$ cat config.mk
export PLATFORM = sky130hd
export DESIGN_NAME = axis_write_arb
export DESIGN_NICKNAME = d
export VERILOG_FILES = /design/src/rtl/axis_pkg.sv /design/src/rtl/axis_order_fifo.sv /design/src/rtl/axis_write_arb.sv
export SDC_FILE = /design/constraint.sdc
export NUM_CORES = 1
export LEC_CHECK = 0
export ABC_AREA = 1
export BUFFER_PORTS_ARGS = -buffer_cell sky130_fd_sc_hd__buf_2
export CORE_AREA = 4 4 621 623
export CTS_CLUSTER_DIAMETER = 200
export DETAILED_ROUTE_END_ITERATION = 10
export DIE_AREA = 0 0 625 627
export PLACE_DENSITY = 0.3
export SLEW_MARGIN = 40
export SYNTH_ARGS = -nofsm -noshare
export SYNTH_HDL_FRONTEND = slang
export SYNTH_SLANG_ARGS = --single-unit
$ cat constraint.sdc
create_clock -name clk -period 3.1 [get_ports clk]
set_input_delay 0.155 -clock clk [delete_from_list [all_inputs] [get_ports clk]]
set_output_delay 0.155 -clock clk [all_outputs]
set_load 0.05 [all_outputs]
$ cat src/rtl/axis_pkg.sv
// Shared AXI constants and helpers for the stream write arbiter.
package axis_pkg;

  localparam logic [1:0] AXI_BURST_INCR    = 2'b01;
  localparam logic [1:0] AXI_RESP_OKAY     = 2'b00;
  localparam logic [1:0] AXI_NORMAL_ACCESS = 2'b00;
  localparam logic [3:0] AXI_CACHE_ZERO    = 4'b0000;
  localparam logic [2:0] AXI_PROT_ZERO     = 3'b000;
  localparam logic [3:0] AXI_QOS_ZERO      = 4'b0000;

  // AWSIZE encoding: log2 of the number of bytes per beat.
  function automatic logic [2:0] burst_size(input int data_width);
    logic [2:0] s;
    s = 3'd0;
    for (int i = 0; i < 8; i++) begin
      if ((1 << i) == (data_width / 8)) s = 3'(i);
    end
    return s;
  endfunction

endpackage

$ cat src/rtl/axis_order_fifo.sv
// Grant-order FIFO: holds the channel index of every accepted burst until its last W beat.
module axis_order_fifo
  import axis_pkg::*;
#(
  parameter int WIDTH  = 2,
  parameter int AWIDTH = 3
) (
  input  logic              clk,
  input  logic              rst,
  input  logic              push_i,
  input  logic [WIDTH-1:0]  data_i,
  input  logic              pop_i,
  output logic [WIDTH-1:0]  head_o,
  output logic              full_o,
  output logic              empty_o,
  output logic [AWIDTH:0]   count_o
);

  localparam int DEPTH = 1 << AWIDTH;

  logic [WIDTH-1:0]  mem_q [DEPTH];
  logic [AWIDTH-1:0] wr_ptr_q, rd_ptr_q;
  logic [AWIDTH:0]   count_q;
  logic              push_ok, pop_ok;

  assign full_o  = (count_q == (AWIDTH+1)'(DEPTH));
  assign empty_o = (count_q == '0);
  assign count_o = count_q;
  assign head_o  = mem_q[rd_ptr_q];
  assign push_ok = push_i && !full_o;
  assign pop_ok  = pop_i && !empty_o;

  always_ff @(posedge clk) begin
    if (push_ok) mem_q[wr_ptr_q] <= data_i;
  end

  always_ff @(posedge clk or posedge rst) begin
    if (rst) begin
      wr_ptr_q <= '0;
      rd_ptr_q <= '0;
      count_q  <= '0;
    end else begin
      if (push_ok) wr_ptr_q <= wr_ptr_q + AWIDTH'(1);
      if (pop_ok)  rd_ptr_q <= rd_ptr_q + AWIDTH'(1);
      case ({push_ok, pop_ok})
        2'b10:   count_q <= count_q + (AWIDTH+1)'(1);
        2'b01:   count_q <= count_q - (AWIDTH+1)'(1);
        default: count_q <= count_q;
      endcase
    end
  end

endmodule

$ cat src/rtl/axis_write_arb.sv
// N-channel AXI write arbiter: round-robin AW, W ordered by grant FIFO, B routed by BID.
// Optional BRESP error counting is enabled with the AXIS_BRESP_CHECK_EN macro.
module axis_write_arb
  import axis_pkg::*;
#(
  parameter int CHANNELS       = 4,
  parameter int ORDER_AWIDTH   = 3,
  parameter int AXI_ID_WIDTH   = 8,
  parameter int AXI_LEN_WIDTH  = 8,
  parameter int AXI_ADDR_WIDTH = 32,
  parameter int AXI_DATA_WIDTH = 256
) (
  input  logic                               clk,
  input  logic                               rst,
  input  logic [CHANNELS-1:0]                ch_awvalid,
  input  logic [CHANNELS*AXI_ADDR_WIDTH-1:0] ch_awaddr,
  input  logic [CHANNELS*AXI_LEN_WIDTH-1:0]  ch_awlen,
  output logic [CHANNELS-1:0]                ch_awready,
  input  logic [CHANNELS-1:0]                ch_wvalid,
  input  logic [CHANNELS*AXI_DATA_WIDTH-1:0] ch_wdata,
  input  logic [CHANNELS-1:0]                ch_wlast,
  output logic [CHANNELS-1:0]                ch_wready,
  output logic [CHANNELS-1:0]                ch_bdone,
  output logic                               axi_awvalid,
  input  logic                               axi_awready,
  output logic [AXI_ID_WIDTH-1:0]            axi_awid,
  output logic [AXI_ADDR_WIDTH-1:0]          axi_awaddr,
  output logic [AXI_LEN_WIDTH-1:0]           axi_awlen,
  output logic [2:0]                         axi_awsize,
  output logic [1:0]                         axi_awburst,
  output logic [1:0]                         axi_awlock,
  output logic [3:0]                         axi_awcache,
  output logic [2:0]                         axi_awprot,
  output logic [3:0]                         axi_awqos,
  output logic                               axi_wvalid,
  input  logic                               axi_wready,
  output logic [AXI_ID_WIDTH-1:0]            axi_wid,
  output logic [AXI_DATA_WIDTH-1:0]          axi_wdata,
  output logic [AXI_DATA_WIDTH/8-1:0]        axi_wstrb,
  output logic                               axi_wlast,
  input  logic                               axi_bvalid,
  input  logic [AXI_ID_WIDTH-1:0]            axi_bid,
  input  logic [1:0]                         axi_bresp,
  output logic                               axi_bready,
  output logic [15:0]                        err_count,
  output logic                               err_sticky
);

  localparam int CH_W = $clog2(CHANNELS);

  logic                      awvalid_q;
  logic [AXI_ID_WIDTH-1:0]   awid_q;
  logic [AXI_ADDR_WIDTH-1:0] awaddr_q;
  logic [AXI_LEN_WIDTH-1:0]  awlen_q;
  logic [CH_W-1:0]           rr_q;
  logic [CHANNELS-1:0]       bdone_q, bdone_d;

  logic            grant_found, grant_valid;
  logic [CH_W-1:0] grant_idx, head_idx;
  logic            fifo_full, fifo_empty, w_pop;
  logic [ORDER_AWIDTH:0] fifo_count_unused;

  assign axi_awsize  = burst_size(AXI_DATA_WIDTH);
  assign axi_awburst = AXI_BURST_INCR;
  assign axi_awlock  = AXI_NORMAL_ACCESS;
  assign axi_awcache = AXI_CACHE_ZERO;
  assign axi_awprot  = AXI_PROT_ZERO;
  assign axi_awqos   = AXI_QOS_ZERO;
  assign axi_wstrb   = '1;
  assign axi_bready  = 1'b1;
  assign axi_awvalid = awvalid_q;
  assign axi_awid    = awid_q;
  assign axi_awaddr  = awaddr_q;
  assign axi_awlen   = awlen_q;
  assign ch_bdone    = bdone_q;

  // Search starts one past the last winner so every requester gets a turn.
  always_comb begin
    grant_found = 1'b0;
    grant_idx   = '0;
    for (int k = 1; k <= CHANNELS; k++) begin
      if (!grant_found && ch_awvalid[(int'(rr_q) + k) % CHANNELS]) begin
        grant_found = 1'b1;
        grant_idx   = CH_W'((int'(rr_q) + k) % CHANNELS);
      end
    end
  end

  assign grant_valid = grant_found && (!awvalid_q || axi_awready) && !fifo_full;

  always_comb begin
    ch_awready = '0;
    if (grant_valid) ch_awready[grant_idx] = 1'b1;
  end

  always_ff @(posedge clk or posedge rst) begin
    if (rst) begin
      awvalid_q <= 1'b0;
      awid_q    <= '0;
      awaddr_q  <= '0;
      awlen_q   <= '0;
      rr_q      <= CH_W'(CHANNELS - 1);
    end else if (grant_valid) begin
      awvalid_q <= 1'b1;
      awid_q    <= AXI_ID_WIDTH'(grant_idx);
      awaddr_q  <= ch_awaddr[int'(grant_idx)*AXI_ADDR_WIDTH +: AXI_ADDR_WIDTH];
      awlen_q   <= ch_awlen[int'(grant_idx)*AXI_LEN_WIDTH +: AXI_LEN_WIDTH];
      rr_q      <= grant_idx;
    end else if (axi_awready) begin
      awvalid_q <= 1'b0;
    end
  end

  axis_order_fifo #(
    .WIDTH  (CH_W),
    .AWIDTH (ORDER_AWIDTH)
  ) u_order_fifo (
    .clk     (clk),
    .rst     (rst),
    .push_i  (grant_valid),
    .data_i  (grant_idx),
    .pop_i   (w_pop),
    .head_o  (head_idx),
    .full_o  (fifo_full),
    .empty_o (fifo_empty),
    .count_o (fifo_count_unused)
  );

  // W beats may run ahead of their AW; the FIFO head alone decides who owns the bus.
  always_comb begin
    axi_wvalid = 1'b0;
    axi_wdata  = '0;
    axi_wlast  = 1'b0;
    axi_wid    = '0;
    ch_wready  = '0;
    if (!fifo_empty) begin
      axi_wvalid          = ch_wvalid[head_idx];
      axi_wdata           = ch_wdata[int'(head_idx)*AXI_DATA_WIDTH +: AXI_DATA_WIDTH];
      axi_wlast           = ch_wlast[head_idx];
      axi_wid             = AXI_ID_WIDTH'(head_idx);
      ch_wready[head_idx] = axi_wready;
    end
  end

  assign w_pop = axi_wvalid && axi_wready && axi_wlast;

  always_comb begin
    bdone_d = '0;
    if (axi_bvalid && (int'(axi_bid) < CHANNELS)) bdone_d[axi_bid[CH_W-1:0]] = 1'b1;
  end

  always_ff @(posedge clk or posedge rst) begin
    if (rst) bdone_q <= '0;
    else     bdone_q <= bdone_d;
  end

`ifdef AXIS_BRESP_CHECK_EN
  logic [15:0] err_count_q;
  logic        err_sticky_q;

  always_ff @(posedge clk or posedge rst) begin
    if (rst) begin
      err_count_q  <= '0;
      err_sticky_q <= 1'b0;
    end else if (axi_bvalid && (axi_bresp != AXI_RESP_OKAY)) begin
      if (err_count_q != 16'hFFFF) err_count_q <= err_count_q + 16'd1;
      err_sticky_q <= 1'b1;
    end
  end

  assign err_count  = err_count_q;
  assign err_sticky = err_sticky_q;
`else
  logic unused_bresp;
  assign unused_bresp = ^axi_bresp;
  assign err_count    = '0;
  assign err_sticky   = 1'b0;
`endif

endmodule

* Yosys cells after proc, flatten, opt, wreduce, memory -nomap -nowiden *
Memory sizes are Yosys's and may differ from the RTL's.
Cells that the tools add are included.

word-level totals
  output and inout port bits = 395
  memory bits (writable) = 16
  register bits after elaboration = 59
  memories = 1
  word-level logic and storage cells = 109

cells by class
  reduce and logical (&&, ||, !) cells = 27
  magnitude comparators = 11
  muxes and demuxes = 42
  bitwise gates (word level) = 5
  shift-type cells = 3
  equality and inequality tests = 3
  $add $sub $neg = 8

memories
  memory              words  width  read ports  clocked after Yosys merged registers in  write ports  line                   source
  u_order_fifo.mem_q  8      2      1           0                                        1            axis_order_fifo.sv:21  logic [WIDTH-1:0] mem_q [DEPTH];

operators with widths
  operator                                                                number
  1024-bit by 11-bit indexed part select with 256-bit output              1
  256-bit two-way mux                                                     1
  128-bit by 8-bit indexed part select with 32-bit output                 1
  32-bit by 6-bit indexed part select with 8-bit output                   1
  1-bit two-way mux                                                       23
  3-bit by 4-bit < comparator with 1-bit output (second input constant)   4
  1-bit logical AND                                                       13
  1-bit binary-select mux with 2-bit select                               6
  4-bit two-way mux                                                       3
  2-bit two-way mux                                                       5
  2-bit by 3-bit < comparator with 1-bit output (second input constant)   3
  8-bit by 3-bit < comparator with 1-bit output (second input constant)   1
  4-bit case mux with 2 select lines                                      1
  2-bit OR reduction                                                      4
  3-bit by 1-bit adder with 3-bit output (second input constant)          2
  1-bit demux with 2-bit select                                           3
  2-bit by 1-bit >= comparator with 1-bit output (second input constant)  3
  1-bit logical NOT                                                       6
  2-bit by 1-bit adder with 2-bit output (second input constant)          2
  2-bit adder (second input constant)                                     2
  4-bit by 1-bit adder with 4-bit output (second input constant)          1
  1-bit AND (first input constant)                                        4
  4-bit AND                                                               1
  4-bit == test (second input constant)                                   1
  6 further kinds                                                         7

* Logic depth before layout (Yosys ltp) *
  depth after elaboration = 21
  depth in mapped cells = 23
  mapped depth without buffers = 22

* By module *
A second synthesis with hierarchy kept.

second synthesis, totals
  cell total of the unflattened synthesis = 2901
  area total of the unflattened synthesis = 14277.4 um^2

by module, submodules not included
  module           seq. area each (um^2)  area an instance (um^2)  cells an instance  instances
  axis_write_arb   1228.7                 12929.9                  2750               1
  axis_order_fifo  730.7                  1347.5                   151                1

* Worst setup path after synthesis *
No wires, ideal clock.

  path type = register -> register
  start point = register u_order_fifo.rd_ptr_q[0]
  end point = register u_order_fifo.count_q[3], in the netlist u_order_fifo.count_o[3]
  path slack = -0.164 ns
  buffers on the path = 2
  data arrival time = 3.143 ns
  clock period less this slack = 3.264 ns
  data required time = 2.979 ns
  stages on the path, launching flop included = 23
  path through = dfrtp_1 -> buf_6 -> nor2_1 -> nor2_1 -> o21ai_0 -> nand3_1 -> nand2_2 -> inv_2 -> buf_4 -> nand3b_1 -> nand3_1 -> nor2_2 -> nand2_1 -> inv_1 -> ha_1 -> ha_1 -> nand2_1 -> nor2_1 -> a211oi_1 -> nor2_1 -> nor2_1 -> nand2_1 -> xor2_1

between the ends
  elaborated cells between the ends (all ways) = 14
  those cells by class = 2 x eq/ne; 7 x mux; 4 x reduce/logical; 1 x memory

RTL lines
  item                                                                       line                   source
  from (decl)                                                                axis_order_fifo.sv:22  logic [AWIDTH-1:0] wr_ptr_q, rd_ptr_q;
  from (signal assigned)                                                     axis_order_fifo.sv:44  if (pop_ok) rd_ptr_q <= rd_ptr_q + AWIDTH'(1);
  memory read 8 x 2 bit *                                                    -
  1-bit binary-select mux with 2-bit select *                                axis_write_arb.sv:139  axi_wlast = ch_wlast[head_idx];
  1-bit two-way mux (implied by the code) *                                  axis_write_arb.sv:139
  1-bit two-way mux *                                                        axis_write_arb.sv:136  if (!fifo_empty) begin
  via axi_wlast                                                              axis_write_arb.sv:40   output logic axi_wlast,
  1-bit logical AND *                                                        axis_write_arb.sv:145  assign w_pop = axi_wvalid && axi_wready && axi_wlast;
  1-bit logical AND *                                                        axis_order_fifo.sv:31  assign pop_ok = pop_i && !empty_o;
  via u_order_fifo.pop_ok                                                    axis_order_fifo.sv:24  logic push_ok, pop_ok;
  2-bit by 1-bit == test with 1-bit output or 2-bit == test (tied branches)  axis_order_fifo.sv:45  case ({push_ok, pop_ok})
  4-bit case mux with 2 select lines or 2-bit nonzero test (tied branches)   -
  to (signal assigned)                                                       axis_order_fifo.sv:46  2'b10: count_q <= count_q + (AWIDTH+1)'(1);
  to (signal assigned)                                                       axis_order_fifo.sv:47  2'b01: count_q <= count_q - (AWIDTH+1)'(1);
  to (signal assigned)                                                       axis_order_fifo.sv:48  default: count_q <= count_q;
  to (decl)                                                                  axis_order_fifo.sv:23  logic [AWIDTH:0] count_q;

The timed path passes the listed nets; every way through them passes the cells marked *. The select of a mux whose other input is x is not followed.
A chain may end at the register's enable or synchronous reset.

* Final worst setup path *
  start point = register u_order_fifo.rd_ptr_q[0]
  end point = output axi_wdata[89]

between the ends
  cells in the longest elaborated chain, start to end = 3

RTL lines
  item                                                        line                   source
  memory read 8 x 2 bit                                       -
  1024-bit by 11-bit indexed part select with 256-bit output  axis_write_arb.sv:138  axi_wdata = ch_wdata[int'(head_idx)*AXI_DATA_WIDTH +: AXI_DATA_WIDTH];
  256-bit two-way mux                                         axis_write_arb.sv:136
  to (decl)                                                   axis_write_arb.sv:38   output logic [AXI_DATA_WIDTH-1:0] axi_wdata,

Every way passes these cells.

==> results.md <==
Global routing:
- The number of antenna violations at the first check in global routing came to 353.
- The via count of the first global-routing pass is between 20000 and 30000.
- Across every metal layer, demand over resource in global routing totals ~15%.
- The total overflow left after global routing is 0.
- The first global-routing pass estimated roughly 370000 um of wire.
- Entering global routing, the biggest net connects 81 pins.

Timing:
- Of the available clock period, the critical path in the final layout requires 103%.
- Setup violations remaining at the end of the flow were counted as between 60 and 70.
- Timing would allow up to 313 MHz.
- The count of final hold-check violations was 0.
- Setup repair after global routing could not meet its margin everywhere.
- In the post-route analysis, the smallest setup slack over all paths is -0.0947 ns.
- The shortest clock period the worst path allows after layout is 3.19 ns.
- The maximum clock skew at final layout is 0.00716 ns.
- Summed over all failing endpoints, the final setup total negative slack is -2.11 ns.
- The count of final max-slew check failures was 0.
- The headroom to the max-slew limit is between 50% and 60%.
- For the pin with the worst max-slew slack, the measured transition is 0.663 ns.

Floorplan:
- The floorplan step defined a core boundary enclosing about 380000 um2.
- The die is 625 um wide.
- The number of placement rows is roughly 230.
- The floorplan step set the die height to ~630 um.
- The initial core utilization is 3.79%.
- The die covers between 300000 and 400000 um2.
- about 1600 I/O pins were placed.

Synthesis:
- In this run, synthesis produced a sequential element count of 75.
- The fraction of synthesized cell area taken by the top area cell type is a little over a third.
- After synthesis, the netlist uses 38 different library cells.
- The synthesized area is roughly 14000 um2.
- The primary flip-flop cell chosen by synthesis mapping is dfrtp_1.
- The share of the Yosys chip area taken by registers is a little over an eighth.
- Ranked by total cell area, the synthesized netlist is headed by nand3_1, a41oi_1, nand2_1, dfrtp_1, buf_2.
- The number of warnings reported in the yosys synthesis log is 0.
- In this run, synthesis inferred 16 flip-flops with an integrated enable.
- The cell type with the largest total area after synthesis is nand3_1.
- The fraction of synthesis flops using an asynchronous set or reset pin is roughly 79%.
- The synthesized netlist cell count is between 2000 and 2500.
- A synthesized cell averages ~5.9 um2.

Critical path:
- STA classifies the critical path startpoint as a flip-flop.
- Along the worst path, the maximum fanout reaches 14.
- For the worst flop-to-flop path, the logic depth is 23.
- The capture instance of the worst register-to-register path is u_order_fifo.count_o[3]$_DFFE_PP0P_.
- The startpoint-to-endpoint class of the critical path is flip-flop to output port.
- The source of the worst register-to-register timing path is u_order_fifo.rd_ptr_q[0]$_DFFE_PP0P_.
- The type of element capturing the critical path is an output port.
- Across all register-to-register paths, the minimum setup slack is approximately 0.09 ns.
- The data arrival at the endpoint of the critical path is a little over 3 ns.
- The worst path required time is 2.94 ns.

Cells and area:
- The area of combinational cells with multiple inputs is ~12000 um2.
- The post-layout instance area is roughly 38000 um2.
- The final layout net count is ~5400.
- The total of fill cells in the finished design is 45000.
- The fraction of layout cells with a size suffix above 1 is 54.6%.
- Summing all flip-flop and latch instances after layout gives ~2000 um2.
- From synthesis to final layout, the design area changed by 161%.

Drt:
- The detailed router finished its first iteration with 2618 violations.
- In the routed layout, each cell is associated on average with a via count of roughly 3.2.
- For this run, design rule violations remaining after detail routing come to 0.
- The detail-routed net length per standard cell is approximately 33 um.
- The number of iterations in the first detailed-routing pass is 6.
- Once detail routing completed, the nets flagged for antenna violations numbered 0.
- Wires add up to around 310000 um.
- The routed layout has a little under 30000 vias.

Worst hold path:
- In this run the worst hold path is classified as input pin to flip-flop.
- For hold timing, the worst endpoint is axi_awaddr[20]$_DFFE_PP0P_.
- The number of cells traversed by the worst hold path is 7.
- The startpoint identified for the worst hold timing path is ch_awaddr[20].

CTS:
- The total CTS buffers is 9.
- After clock tree synthesis, the clock-pin slew on the worst setup and hold paths is around 0.070 ns.
- The later pin in the worst-skew pair is clocked with a latency of 0.39 ns.
- The tree built by TritonCTS fans out to 75 sinks.
- The clock tree synthesis step divided the H-tree into 3 levels.
- The clock passes through at most 2 buffers.
- TritonCTS built the clock tree.
- The root cell of the clock tree is clkbuf_16.

Placed design:
- Routability-driven placement finished with a final weighted congestion of ~0.95.
- Before CTS, the worst setup slack after placement is -0.0808 ns.
- The post-detailed-placement cell area is 33000 um2.
- Once detailed placement completed, the half-perimeter wirelength came to approximately 280000 um.
- Buffers placed on the I/O ports in this run total 1523.

Outcome:
- The checks that failed: setup timing.
- The run finished, with violations left.

Run:
- The max-cap check violation count is 0.
[critical path, cell delays in order, from the launching register on]
cell and delay (ns):
dfrtp_2 0.47, inv_4 0.12, buf_4 0.11, nand2_1 0.05, nand3_2 0.06, nand3_2 0.08
o21ai_4 0.09, buf_4 0.14, buf_12 0.11, buf_16 0.14, buf_16 0.16, buf_16 0.18
buf_4 0.14, nand3_1 0.13, a41oi_4 0.28, buf_6 0.15, buf_12 0.13
[worst max path at each step]
stage | from | endpoint | slack (ns) | cells after the start
6_report | u_order_fifo.rd_ptr_q[0]$_DFFE_PP0P_ | axi_wdata[89] | -0.09 | 16
5_1_grt | u_order_fifo.rd_ptr_q[0]$_DFFE_PP0P_ | axi_wdata[90] | -0.23 | 17
4_1_cts | u_order_fifo.rd_ptr_q[0]$_DFFE_PP0P_ | axi_wdata[114] | -0.14 | 14
3_5_place_dp | u_order_fifo.rd_ptr_q[0]$_DFFE_PP0P_ | u_order_fifo.count_o[3]$_DFFE_PP0P_ | -0.08 | 20
3_3_place_gp | u_order_fifo.rd_ptr_q[0]$_DFFE_PP0P_ | u_order_fifo.count_o[3]$_DFFE_PP0P_ | -0.17 | 20
2_1_floorplan | u_order_fifo.rd_ptr_q[0]$_DFFE_PP0P_ | u_order_fifo.count_o[3]$_DFFE_PP0P_ | 0.03 | 22
[area by class of cell]
| type | instances | area share, % |
|---|---|---|
| diodes | 185 | 1.23 |
| multi-input cells | 2022 | 32.2 |
| well taps | 5038 | 16.8 |
| inverters | 32 | 0.392 |
| clock buffers | 9 | 0.599 |
| repair buffers | 2048 | 43.4 |
| flip-flops and latches | 75 | 5.21 |
| clock inverters | 7 | 0.156 |
[Yosys cell counts, drive strengths merged (2+ instances only)]
master	instances
nor2	29
o21ai	12
a41oi	256
dfrtp	57
conb	2
buf	290
xor2	4
nor3	6
clkbuf	98
nand2	491
nand3b	5
inv	32
ha	5
edfxtp	16
nand3	1045
nand4	80
dfstp	2
[flip-flops by register name, summed over array words and instances (netlist names)]
register / cells
rr_q: 2
u_order_fifo.mem_q: 16
u_order_fifo.count_o: 4
axi_awaddr: 32
ch_bdone: 4
axi_awlen: 8
u_order_fifo.wr_ptr_q: 3
axi_awvalid: 1
axi_awid: 2
u_order_fifo.rd_ptr_q: 3
[metal layers]
layer  part of all wire, %  GRT usage, %
met1                    34          15.2
met2                    52          27.3
met3                    10          6.29
met4                   3.5          5.58
met5                  0.39         0.580
[what timing repair did]
action,CTS,global route
pin swaps,31,37
hold buffers,3,0
hold endpoints to repair,20,0
cloned,24,9
gates resized for setup,326,165
endpoints found under the setup margin,260,262
setup buffers,42,9
[per-stage QoR]
stage,hold slack [ns],std cells,util (%)
final,0.144,9416,9.88
after global routing,0.168,9385,9.86
after CTS,0.103,9213,9.48
after detailed placement,0.198,9128,8.65
after global placement,0.197,9128,8.65
after floorplan,0.221,2517,-
[cells by family after synthesis]
kind of cell / after synthesis / share of synthesized area (%)
DFF: 75 / 13.6
buffers and inverters: 420 / 15.1
AOI/OAI and AO/OA: 271 / 16.2
adders and majority gates: 6 / 0.572
other: 2 / 0.0520
and+or+nand+nor: 1660 / 54.2
xor gates and xnor gates: 5 / 0.303
[cell usage in the layout, fill, tap and decap left out, types with 80 or more instances in the layout]
cell	n
a41oi_2	142
a41oi_1	105
nand4_1	80
diode_2	185
buf_2	1295
buf_6	93
buf_4	379
nand2_1	488
nand3_1	994
buf_12	203
conb_1	80
Power is left out: the tool's default activity adds up to more than one toggle a clock period on the data nets, which glitch-free logic cannot reach.
